**config.mk**
```make
export PLATFORM = sky130hd
export DESIGN_NAME = spi_slave_core
export DESIGN_NICKNAME = d
export VERILOG_FILES = /design/src/rtl/spi_pkg.sv /design/src/rtl/spi_sync_edge.sv /design/src/rtl/spi_slave_core.sv
export SDC_FILE = /design/constraint.sdc
export NUM_CORES = 1
export LEC_CHECK = 0
export CAP_MARGIN = 20
export CORE_ASPECT_RATIO = 0.9
export CORE_MARGIN = 10
export CORE_UTILIZATION = 48
export DETAILED_ROUTE_END_ITERATION = 12
export GPL_TIMING_DRIVEN = 0
export PLACE_DENSITY = 0.78
export SLEW_MARGIN = 10
export SYNTH_ARGS = -nofsm -noshare
export SYNTH_HDL_FRONTEND = slang
export SYNTH_SLANG_ARGS = --single-unit
```
**constraint.sdc**
```tcl
create_clock -name clk -period 2.05 [get_ports clk]
set_input_delay 0.41 -clock clk [delete_from_list [all_inputs] [get_ports clk]]
set_output_delay 0.41 -clock clk [all_outputs]
set_load 0.01 [all_outputs]
```
**src/rtl/spi_pkg.sv**
```systemverilog
// Shared types and helpers for the SPI slave core: mode bundle, FSM states,
// and bit-order aware shift helpers.
package spi_pkg;

  localparam int BYTE_W = 8;

  typedef struct packed {
    logic cpol;
    logic cpha;
    logic msb_first;
  } spi_mode_t;

  typedef enum logic [1:0] {
    IDLE  = 2'd0,
    LOAD  = 2'd1,
    SHIFT = 2'd2
  } spi_state_t;

  function automatic logic head_bit(input logic [BYTE_W-1:0] sr, input logic msb);
    return msb ? sr[BYTE_W-1] : sr[0];
  endfunction

  function automatic logic [BYTE_W-1:0] shift_out(input logic [BYTE_W-1:0] sr, input logic msb);
    return msb ? {sr[BYTE_W-2:0], 1'b0} : {1'b0, sr[BYTE_W-1:1]};
  endfunction

  function automatic logic [BYTE_W-1:0] shift_in(input logic [BYTE_W-1:0] sr, input logic b,
                                                 input logic msb);
    return msb ? {sr[BYTE_W-2:0], b} : {b, sr[BYTE_W-1:1]};
  endfunction

endpackage

```
**src/rtl/spi_sync_edge.sv**
```systemverilog
// Multi-flop synchronizer for an asynchronous pin plus rise/fall detection
// against one extra history flop.
module spi_sync_edge #(
  parameter int   SYNC_STAGES = 2,
  parameter logic RST_VAL     = 1'b0
) (
  input  logic clk,
  input  logic nrst,
  input  logic d,
  output logic rise,
  output logic fall
);

  logic [SYNC_STAGES-1:0] sync;
  logic                   prev;
  logic                   q;

  always_ff @(posedge clk or negedge nrst) begin
    if (!nrst) begin
      sync <= {SYNC_STAGES{RST_VAL}};
      prev <= RST_VAL;
    end else begin
      sync <= {sync[SYNC_STAGES-2:0], d};
      prev <= sync[SYNC_STAGES-1];
    end
  end

  assign q    = sync[SYNC_STAGES-1];
  assign rise = q & ~prev;
  assign fall = ~q & prev;

endmodule

```
**src/rtl/spi_slave_core.sv**
```systemverilog
// SPI slave core, all four modes, either bit order, oversampled on clk.
// Define SPI_SLAVE_STATUS_EN to build the sticky overrun/underrun flags.
//
// state | meaning
// IDLE  | cs_n high, miso held 0
// LOAD  | one cycle after cs_n fall: fetch first TX byte
// SHIFT | frame active, bits move on spi_clk edges
module spi_slave_core
  import spi_pkg::*;
#(
  parameter int SYNC_STAGES = 2
) (
  input  logic              clk,
  input  logic              nrst,
  input  logic              spi_clk,
  input  logic              spi_mosi,
  input  logic              spi_cs_n,
  output logic              spi_miso,
  input  logic              cpol,
  input  logic              cpha,
  input  logic              msb_first,
  input  logic [BYTE_W-1:0] tx_data,
  input  logic              tx_valid,
  output logic              tx_ready,
  output logic [BYTE_W-1:0] rx_data,
  output logic              rx_valid,
  input  logic              rx_ready,
  output logic              busy,
  output logic              overrun,
  output logic              underrun,
  input  logic              clr_status
);

  spi_mode_t         mode;
  spi_state_t        state, state_nxt;
  logic              sclk_rise, sclk_fall, cs_rise, cs_fall;
  logic [SYNC_STAGES-1:0] mosi_sync;
  logic              mosi_s;
  logic              lead, trail, sample_edge, drive_edge;
  logic              fetch, byte_done, ovr_set, udr_set;
  logic [2:0]        bit_cnt;
  logic [BYTE_W-1:0] rx_sr, rx_nxt, tx_sr, load_val;
  logic              miso_q;

  assign mode = '{cpol: cpol, cpha: cpha, msb_first: msb_first};

  spi_sync_edge #(.SYNC_STAGES(SYNC_STAGES), .RST_VAL(1'b0)) u_sclk (
    .clk(clk), .nrst(nrst), .d(spi_clk), .rise(sclk_rise), .fall(sclk_fall)
  );

  spi_sync_edge #(.SYNC_STAGES(SYNC_STAGES), .RST_VAL(1'b1)) u_cs (
    .clk(clk), .nrst(nrst), .d(spi_cs_n), .rise(cs_rise), .fall(cs_fall)
  );

  // mosi uses the same depth so it lines up with the detected spi_clk edge
  always_ff @(posedge clk or negedge nrst) begin
    if (!nrst) mosi_sync <= '0;
    else       mosi_sync <= {mosi_sync[SYNC_STAGES-2:0], spi_mosi};
  end
  assign mosi_s = mosi_sync[SYNC_STAGES-1];

  assign lead        = mode.cpol ? sclk_fall : sclk_rise;
  assign trail       = mode.cpol ? sclk_rise : sclk_fall;
  assign sample_edge = mode.cpha ? trail : lead;
  assign drive_edge  = mode.cpha ? lead  : trail;

  assign byte_done = (state == SHIFT) && sample_edge && (bit_cnt == 3'd7) && !cs_rise;
  assign rx_nxt    = shift_in(rx_sr, mosi_s, mode.msb_first);

  always_comb begin
    state_nxt = state;
    fetch     = 1'b0;
    case (state)
      IDLE:    if (cs_fall) state_nxt = LOAD;
      LOAD:    begin
                 fetch     = 1'b1;
                 state_nxt = SHIFT;
               end
      SHIFT:   fetch = byte_done;
      default: state_nxt = IDLE;
    endcase
    if (cs_rise) begin
      state_nxt = IDLE;
      fetch     = 1'b0;
    end
  end

  assign tx_ready = fetch & tx_valid;
  assign udr_set  = fetch & ~tx_valid;
  assign load_val = tx_valid ? tx_data : '0;
  assign ovr_set  = byte_done && rx_valid && !rx_ready;

  always_ff @(posedge clk or negedge nrst) begin
    if (!nrst) state <= IDLE;
    else       state <= state_nxt;
  end

  always_ff @(posedge clk or negedge nrst) begin
    if (!nrst) begin
      bit_cnt <= '0;
      rx_sr   <= '0;
      tx_sr   <= '0;
      miso_q  <= 1'b0;
    end else if (state_nxt == IDLE) begin
      bit_cnt <= '0;
      miso_q  <= 1'b0;
    end else begin
      if (state == SHIFT && sample_edge) begin
        rx_sr   <= rx_nxt;
        bit_cnt <= bit_cnt + 3'd1;
      end
      // cpha=0 must present the first bit before any clock edge arrives
      if (fetch && state == LOAD && !mode.cpha) begin
        miso_q <= head_bit(load_val, mode.msb_first);
        tx_sr  <= shift_out(load_val, mode.msb_first);
      end else if (fetch) begin
        tx_sr <= load_val;
      end else if (state == SHIFT && drive_edge) begin
        miso_q <= head_bit(tx_sr, mode.msb_first);
        tx_sr  <= shift_out(tx_sr, mode.msb_first);
      end
    end
  end

  always_ff @(posedge clk or negedge nrst) begin
    if (!nrst) begin
      rx_data  <= '0;
      rx_valid <= 1'b0;
    end else if (byte_done && (!rx_valid || rx_ready)) begin
      rx_data  <= rx_nxt;
      rx_valid <= 1'b1;
    end else if (rx_valid && rx_ready) begin
      rx_valid <= 1'b0;
    end
  end

  assign spi_miso = miso_q;
  assign busy     = (state != IDLE);

`ifdef SPI_SLAVE_STATUS_EN
  logic ovr_q, udr_q;

  // a new error in the same cycle as clr_status keeps the flag set
  always_ff @(posedge clk or negedge nrst) begin
    if (!nrst) begin
      ovr_q <= 1'b0;
      udr_q <= 1'b0;
    end else begin
      if (ovr_set)         ovr_q <= 1'b1;
      else if (clr_status) ovr_q <= 1'b0;
      if (udr_set)         udr_q <= 1'b1;
      else if (clr_status) udr_q <= 1'b0;
    end
  end

  assign overrun  = ovr_q;
  assign underrun = udr_q;
`else
  logic unused_status;
  assign unused_status = ^{clr_status, ovr_set, udr_set};
  assign overrun       = 1'b0;
  assign underrun      = 1'b0;
`endif

endmodule

```
# Word-level counts from Yosys, hierarchy flattened
# Cells that the tools add are included.
[op_classes] n_addsub=1 n_eq_ne=4 n_mux=26 bitwise=10 n_reduce_logical=22
[op_table] cell="2-to-1 mux 8 bit" n=7
[op_table] cell="2-to-1 mux 1 bit" n=13
[op_table] cell="logical AND 1 bit" n=8
[op_table] cell="2-to-1 mux 3 bit" n=2
[op_table] cell="one-hot mux 2 bit (3 select lines)" n=1
[op_table] cell="AND reduction 2 bit" n=3
[op_table] cell="nonzero test 2 bit" n=3
[op_table] cell="nonzero test 3 bit" n=2
[op_table] cell="AND 1 bit" n=5
[op_table] cell="NOT 1 bit" n=5
[op_table] cell="logical NOT 2 bit" n=2
[op_table] cell="2-to-1 mux 2 bit" n=2
[op_table] cell="adder 3 x 1 -> 3 bit, second input constant" n=1
[op_table] cell="equality test 3 bit, second input constant" n=1
[op_table] cell="logical NOT 1 bit" n=3
[op_table] cell="inequality test 3 x 1 -> 1 bit, second input constant" n=1
[op_table] cell="equality test 2 x 1 -> 1 bit, second input constant" n=1
[op_table] cell="equality test 2 bit, second input constant" n=1
[op_table] cell="one-hot mux 1 bit (2 select lines)" n=1
[op_table] cell="logical OR 1 bit" n=1
[word_totals] register_bits=39 out_inout_bits=14

# Logic depth before layout (Yosys ltp)
# Gate-level depths: netlist (run 1).
[logic_depth] depth_word=13 mapped_depth=10 ltp_nobuf=7

# By module
# From an unflattened synthesis (run 1), not the netlist that was laid out.
[hier_totals] hier_cells=193 area_unflattened_um2=2204.6
[by_module_without_submodules] mod="spi_slave_core" instances=1 cells_per_inst=183 area_each_um2=2020.7 seq_area_each_um2=825.8
[by_module_without_submodules] mod="spi_sync_edge (u_cs)" instances=1 cells_per_inst=5 area_each_um2=93.8 seq_area_each_um2=78.8
[by_module_without_submodules] mod="spi_sync_edge (u_sclk)" instances=1 cells_per_inst=5 area_each_um2=90.1 seq_area_each_um2=75.1

# Least setup slack after synthesis (run 1)
# Ideal clock, no wire load.
[synth_path] path_type="register -> register" startpoint="register state[0]" endpoint="register tx_sr[1]" arrival_ps=1921 path_slack_ps=3 stages_incl_launch_ff=9 path_buffers=1 path_cell_list="dfrtp_1 inv_1 ha_1 buf_6 a21oi_1 a2111oi_4 and3_1 o22ai_2 a221o_1"
[synth_rtl] element="from (decl)" line="spi_slave_core.sv:35" source="spi_state_t state, state_nxt;"
[synth_rtl] element="from (signal assigned)" line="spi_slave_core.sv:95" source="else state <= state_nxt;"
[synth_rtl] element="equality test 2 bit (tied with other cells)" line="spi_slave_core.sv:73" source="case (state)"
[synth_rtl] element="one-hot mux 2 bit (3 select lines) *" line="spi_slave_core.sv:73"
[synth_rtl] element="2-to-1 mux 2 bit *" line="spi_slave_core.sv:82" source="if (cs_rise) begin"
[synth_rtl] element="via state_nxt[0]" line="spi_slave_core.sv:35"
[synth_rtl] element="logical NOT 2 bit *" line="spi_slave_core.sv:104" source="end else if (state_nxt == IDLE) begin"
[synth_rtl] element="NOT 1 bit (no line) *"
[synth_rtl] element="AND reduction 2 bit (no line) *"
[synth_rtl] element="to (signal assigned)" line="spi_slave_core.sv:115" source="tx_sr <= shift_out(load_val, mode.msb_first);"
[synth_rtl] element="to (signal assigned)" line="spi_slave_core.sv:117" source="tx_sr <= load_val;"
[synth_rtl] element="to (signal assigned)" line="spi_slave_core.sv:120" source="tx_sr <= shift_out(tx_sr, mode.msb_first);"
[synth_rtl] element="to (decl)" line="spi_slave_core.sv:42" source="logic [BYTE_W-1:0] rx_sr, rx_nxt, tx_sr, load_val;"
# Mark *: on every way through the listed nets, which the timed path passes. The rest lies on a longest branch.
# A chain may end at the register's enable or synchronous reset.

# Final worst setup path (run 1)
[layout_path] startpoint="register bit_cnt[1]" endpoint="output port tx_ready"
[layout_between] elab_chain_len=6
[layout_lines] element="from (decl)" line="spi_slave_core.sv:41" source="logic [2:0] bit_cnt;"
[layout_lines] element="from (signal assigned)" line="spi_slave_core.sv:110" source="bit_cnt <= bit_cnt + 3'd1;"
[layout_lines] element="equality test 3 bit" line="spi_slave_core.sv:67" source="assign byte_done = (state == SHIFT) && sample_edge && (bit_cnt == 3'd7) && !cs_rise;"
[layout_lines] element="logical AND 1 bit (2 in a row)" line="spi_slave_core.sv:67"
[layout_lines] element="one-hot mux 1 bit (2 select lines)" line="spi_slave_core.sv:73"
[layout_lines] element="2-to-1 mux 1 bit" line="spi_slave_core.sv:82"
[layout_lines] element="AND 1 bit" line="spi_slave_core.sv:88" source="assign tx_ready = fetch & tx_valid;"
[layout_lines] element="to (decl)" line="spi_slave_core.sv:24" source="output logic tx_ready,"
# No other way between the ends.

==> impl_metrics.py, run 1 <==
metrics = {
    "placement": {
        "port_buffers": 28,
        "dp_hpwl_mm": 3.48,
        "place_congestion": 0.779,
        "dp_slack_ns": -0.702,
    },
    "timing": {
        "max_freq_mhz": 464,
        "maxSlewViolCount": 0,
        "clock_skew_ns": 0.0105,
        "hold_viol": 11,
        "fin_ws_ns": -0.104,
        "worst_hold_slack_ns": -0.00555,
        "finalCriticalPeriod_ns": 2.15,
        "rsz0062_at_grt": "yes",
        "fin_crit_sh": 1.05,
        "setup_viol": 1,
    },
    "global_route": {
        "grtUsageTotal": 0.122,
        "grt_pass1_vias": 1736,
        "grt_max_degree": 27,
        "grt_first_pass_wirelength_mm": 7.94,
        "met2_usage": 0.201,
        "globalRouteOverflowTotal": 0,
        "grt_use_met3": 0.0369,
        "grt-busiest-layer": "met2",
        "antenna_found_initial": 0,
        "grtUsageMet1": 0.147,
    },
    "synth": {
        "yosys_warnings": 0,
        "synthCells": 214,
        "yosysSeqAreaShare": 0.449,
        "yosys_register_bits": 39,
        "netlist-cell-type-count": 42,
        "syn_avg_cell_area_um2": 10.2,
        "synthFlopType": "dfrtp_1",
        "synthArstFlopShare": 1.00,
        "synth_edf_count": 0,
        "synth_area_um2": 2180,
    },
    "drt": {
        "num_vias": 1772,
        "drtAntennaViolNets": 0,
        "drt-total-wl_mm": 4.82,
        "wl_per_cell_um": 14.8,
        "viasPerCell": 5.45,
        "drt_iter0_drc": 118,
        "first_pass_iters": 4,
        "drc": 0,
    },
    "status": {
        "status": "finished, violations left",
        "violations": "hold timing, setup timing",
    },
    "critical_path": {
        "cp_data_required_time_ns": 1.64,
        "start_kind": "register",
        "crit_arrival_ns": 1.74,
        "setup.worst_path.class": "reg2out",
        "crit_path_end_kind": "output pin",
        "critPathMaxFanout": 3,
    },
    "die": {
        "dieArea_um2": 7650,
        "start_util": 0.492,
        "die_x_um": 91.1,
        "core_um2": 4430,
        "rows": 23,
        "num_io_pins": 33,
        "die_y_um": 84.0,
    },
    "clock_tree": {
        "cts_tree": "yes",
        "htree_levels": 2,
        "insertion_delay_ns": 0.30,
        "cts.clk_slew.worst_paths_ns": 0.08,
        "cts_inserted_buffers": 5,
        "ctsHoldBuffers": 0,
        "clockBufferDepth": 2,
        "cts_sinks": 39,
        "cts-root-buf": "clkbuf_8",
    },
    "final_layout": {
        "antennaDiodeCount": 0,
        "final_nets": 287,
        "post-route-util": 0.637,
        "syn_to_final_growth_pct": 29.3,
        "drive_above_1_share": 0.228,
    },
    "worst_hold_path": {
        "hp-class": "in2async",
    },
    "job": {
        "maxCapViolations": 0,
    },
    "power_and_ir_drop": {
        "power.density_nw_per_um2": 833,
        "leakage_nw": 1.24,
        "ir_worst_vdd_v": 0.000689,
    },
}
==> cells in the mapped netlist (2+ instances only) <==
cell / number / area [µm²]
a21oi_1: 4 / 20.0
a221o_1: 7 / 70.1
a31oi_1: 6 / 37.5
and3_1: 2 / 12.5
buf_2: 6 / 30.0
buf_4: 2 / 15.0
buf_6: 2 / 22.5
clkbuf_1: 2 / 7.51
dfrtp_1: 36 / 901
dfstp_2: 3 / 78.8
ha_1: 6 / 75.1
inv_1: 10 / 37.5
mux2_2: 8 / 90.1
mux2i_1: 18 / 180
nand2_1: 27 / 101
nand2b_1: 6 / 37.5
nand3_1: 10 / 50.1
nand4_1: 2 / 12.5
nand4b_1: 2 / 17.5
nor2_1: 9 / 33.8
o211ai_1: 2 / 15.0
o21ai_0: 23 / 115
o21ai_1: 2 / 10.0
==> per-layer routing <==
layer	up-vias	part of all wire	wire length, µm
li1	859	-	-
met1	862	0.44	2130
met2	44	0.50	2400
met3	7	0.048	231
met4	0	0.011	53
met5	-	0	0
==> final timing paths <==
check	startpoint	endpoint	slack [ns]	cells after the start
worst min register to register	mosi_sync[0]	mosi_sync[1]	0.35	0
worst max-delay path	bit_cnt[1]	tx_ready	-0.10	7
worst min-delay path	nrst	rx_sr[5]	-0.006	1
max in group asynchronous	nrst	u_cs.sync[0]	1.54	2
worst max register to register	state[0]	rx_sr[0]	0.01	8
min in group clk	mosi_sync[0]	mosi_sync[1]	0.35	0
==> kinds of logic after synthesis <==
family,share of synthesized area
flip-flops,0.449
multiplexers,0.124
AO/OA/AOI/OAI,0.173
adder cells (fa/ha/maj),0.0344
buffers and inverters,0.0516
AND/OR/NAND/NOR,0.145
XOR/XNOR,0.0218
other,0.00172
==> critical path: stages, from the launching register on <==
cell,delay (ns)
dfrtp_1,0.39
ha_2,0.21
ha_4,0.16
nand4b_1,0.10
mux2i_2,0.09
or2_4,0.26
and2_4,0.14
buf_6,0.11
==> metrics by stage <==
stage | cells | setup TNS, ns | hold slack [ns] | total power, mW | instance area (µm²)
2_1_floorplan | 215 | 0 | 0.114 | 1.50 | 2190
3_3_place_gp | 305 | -20.41 | 0.334 | 1.70 | 2540
3_5_place_dp | 306 | -9.83 | 0.324 | 1.73 | 2560
4_1_cts | 322 | -0.0988 | 0.00200 | 2.31 | 2730
5_1_grt | 325 | -0.600 | 0.0137 | 2.49 | 2820
6_report | 325 | -0.104 | -0.00555 | 2.35 | 2820
==> final cells by class <==
cell class,count,area (µm²)
Fill cell,381,1610
Multi-Input combinational cell,154,1160
Sequential cell,39,980
Timing Repair Buffer,40,383
Buffer,12,91.3
Tap cell,62,77.6
Clock buffer,5,68.8
Inverter,10,37.5
Clock inverter,3,20.0
==> flip-flops by register name, summed over array words and instances (netlist names) <==
| name | cells |
|---|---|
| bit_cnt | 3 |
| mosi_sync | 2 |
| rx_data | 8 |
| rx_sr | 8 |
| rx_valid | 1 |
| spi_miso | 1 |
| state | 2 |
| tx_sr | 8 |
| u_cs.prev | 1 |
| u_cs.sync | 2 |
| u_sclk.prev | 1 |
| u_sclk.sync | 2 |
==> power by group <==
group | switching (mW) | internal [mW]
combinational | 0.443 | 0.413
sequential | 0.0945 | 0.889
clock | 0.274 | 0.237
==> cell usage in the layout, fill, tap and decap left out, types with 8 or more instances in the layout <==
cell,n
nand2_1,27
inv_1,9
mux2_2,8
o21ai_0,21
buf_4,13
nand3_1,10
dfrtp_1,36
mux2i_1,17
nor2_1,9
clkdlybuf4s50_1,23
==> what timing repair did <==
item	4_1_cts	5_1_grt
gates resized for setup	15	18
pin swaps	4	6
setup endpoints to repair	26	25
setup buffers	8	2
cloned	0	1
Power figures use the tool's default switching activity.
==> run 2: changes to the inputs <==
--- a/config.mk
+++ b/config.mk
@@ -11,7 +11,7 @@
 export CORE_UTILIZATION = 48
 export DETAILED_ROUTE_END_ITERATION = 12
 export GPL_TIMING_DRIVEN = 0
-export PLACE_DENSITY = 0.78
+export PLACE_DENSITY = 0.75
 export SLEW_MARGIN = 10
 export SYNTH_ARGS = -nofsm -noshare
 export SYNTH_HDL_FRONTEND = slang
==> impl_metrics.py, run 2 (synthesized netlist as in run 1, its figures left out) <==
metrics = {
    "clock_tree": {
        "cts_inserted_buffers": 5,
        "cts-root-buf": "clkbuf_8",
        "cts.clk_slew.worst_paths_ns": 0.07,
        "clockBufferDepth": 2,
        "insertion_delay_ns": 0.29,
        "cts_sinks": 39,
        "htree_levels": 2,
        "cts_tree": "yes",
    },
    "critical_path": {
        "path_cells": "ha_2 -> ha_4 -> nand4b_1 -> mux2i_2 -> or2_4 -> and2_4 -> buf_6",
        "crit_path_end_kind": "output pin",
        "crit_arrival_ns": 1.76,
        "cp_data_required_time_ns": 1.64,
        "slowest_delay_ns": 0.39,
        "critPathSlowestCell": "dfrtp_1",
        "setup.worst_path.class": "reg2out",
        "critPathMaxFanout": 3,
        "start_kind": "register",
    },
    "drt": {
        "drtAntennaViolNets": 0,
        "first_pass_iters": 4,
        "drt-total-wl_mm": 5.00,
        "viasPerCell": 5.52,
        "drc": 0,
        "drt_iter0_drc": 160,
        "num_vias": 1799,
        "wl_per_cell_um": 15.3,
    },
    "die": {
        "start_util": 0.492,
        "rows": 23,
        "num_io_pins": 33,
        "die_y_um": 84.0,
        "dieArea_um2": 7650,
        "die_x_um": 91.1,
        "core_um2": 4430,
    },
    "timing": {
        "worst_hold_slack_ns": 0.348,
        "hold_viol": 0,
        "rsz0062_at_grt": "yes",
        "fin_ws_ns": -0.120,
        "setup_tns_ns": -0.120,
        "maxSlewViolCount": 0,
        "setup_viol": 1,
        "clock_skew_ns": 0.00894,
        "max_freq_mhz": 461,
        "finalCriticalPeriod_ns": 2.17,
        "fin_crit_sh": 1.06,
    },
    "status": {
        "status": "finished, violations left",
        "violations": "setup timing",
    },
    "final_layout": {
        "syn_to_final_growth_pct": 31.9,
        "largestRegisters": "rx_data: 8 flops, rx_sr: 8 flops, tx_sr: 8 flops",
        "layout_commonest_cell": "dfrtp_1",
        "drive_above_1_share": 0.227,
        "final_nets": 288,
        "layout_common_cells": "35 x dfrtp_1, 27 x nand2_1, 23 x clkdlybuf4s50_1",
        "antennaDiodeCount": 0,
    },
    "job": {
        "maxCapViolations": 0,
    },
    "placement": {
        "port_buffers": 28,
        "place_congestion": 0.772,
        "dp_hpwl_mm": 3.48,
    },
    "power_and_ir_drop": {
        "power.density_nw_per_um2": 911,
        "ir_worst_vdd_v": 0.000570,
        "leakage_nw": 1.26,
    },
    "worst_hold_path": {
        "hp-class": "reg2reg",
    },
    "global_route": {
        "grt_first_pass_wirelength_mm": 8.21,
        "grt_pass1_vias": 1781,
        "antenna_found_initial": 0,
        "grtUsageTotal": 0.127,
        "globalRouteOverflowTotal": 0,
        "grt_max_degree": 30,
    },
}
-- run 2: changes by cell type in the layout (fill, tap and decap cells not counted), sizes merged --
cell,change
bufinv,+2
clkinv,-1
clkinvlp,-2
clkdlybuf4s15,-1
buf,+2
dlygate4sd3,+1
-- run 2: area by class of cell --
| cell class | count | area, µm² |
|---|---|---|
| multi-input cells | 154 | 1170 |
| flip-flops and latches | 39 | 981 |
| clock inverters | 2 | 60.1 |
| clock buffers | 6 | 72.6 |
| inverters | 10 | 37.5 |
| well taps | 62 | 77.6 |
| plain buffers | 11 | 82.6 |
| fillers | 360 | 1550 |
| repair buffers | 42 | 398 |
-- run 2: per-layer routing --
layer	share of wire	vias up	routed length, µm	global-route usage
li1	-	863	-	-
met1	0.44	877	2200	0.154
met2	0.48	53	2420	0.204
met3	0.068	6	341	0.0432
met4	0.0082	0	41	0.0455
met5	0	-	0	0
-- run 2: what timing repair did --
action	CTS	global route
pin swaps	5	5
resized for setup	14	21
buffers inserted	5	7
hold buffers	1	0
endpoints found under the hold margin	10	0
setup endpoints to repair	26	25
cloned	0	1
-- run 2: power by group --
part | switching (mW) | internal, mW
sequential | 0.101 | 0.891
combinational | 0.460 | 0.422
clock | 0.263 | 0.487
-- run 2: worst max-delay path, delay by kind of cell (launching register included) --
family | cells | cell delay (ns)
adder cells (fa/ha/maj) | 2 | 0.36
multiplexers | 1 | 0.09
AND/OR/NAND/NOR | 3 | 0.52
flip-flops | 1 | 0.39
buffers and inverters | 1 | 0.11
-- run 2: worst paths after layout --
kind / start / end / slack [ns] / depth (start not counted)
max: bit_cnt[0] / tx_ready / -0.12 / 7
min: mosi_sync[0] / mosi_sync[1] / 0.35 / 0
max reg2reg: state[1] / spi_miso / 0.07 / 9
min reg2reg: mosi_sync[0] / mosi_sync[1] / 0.35 / 0
max in group asynchronous: nrst / u_cs.sync[0] / 1.04 / 3
min in group asynchronous: nrst / rx_data[3] / 0.51 / 2
-- run 2: per-stage QoR --
| step | cell area, µm² | std cells | worst slack, ns | utilization | power (mW) |
|---|---|---|---|---|---|
| 4_1_cts | 2770 | 320 | -0.129 | 0.624 | 2.52 |
| 3_5_place_dp | 2560 | 306 | -0.726 | 0.577 | 1.73 |
| 5_1_grt | 2880 | 326 | -0.182 | 0.649 | 2.77 |
| 6_report | 2880 | 326 | -0.120 | 0.649 | 2.62 |
| 3_3_place_gp | 2540 | 305 | -0.734 | 0.574 | 1.71 |
| 2_1_floorplan | 2190 | 215 | 0.00303 | - | 1.50 |
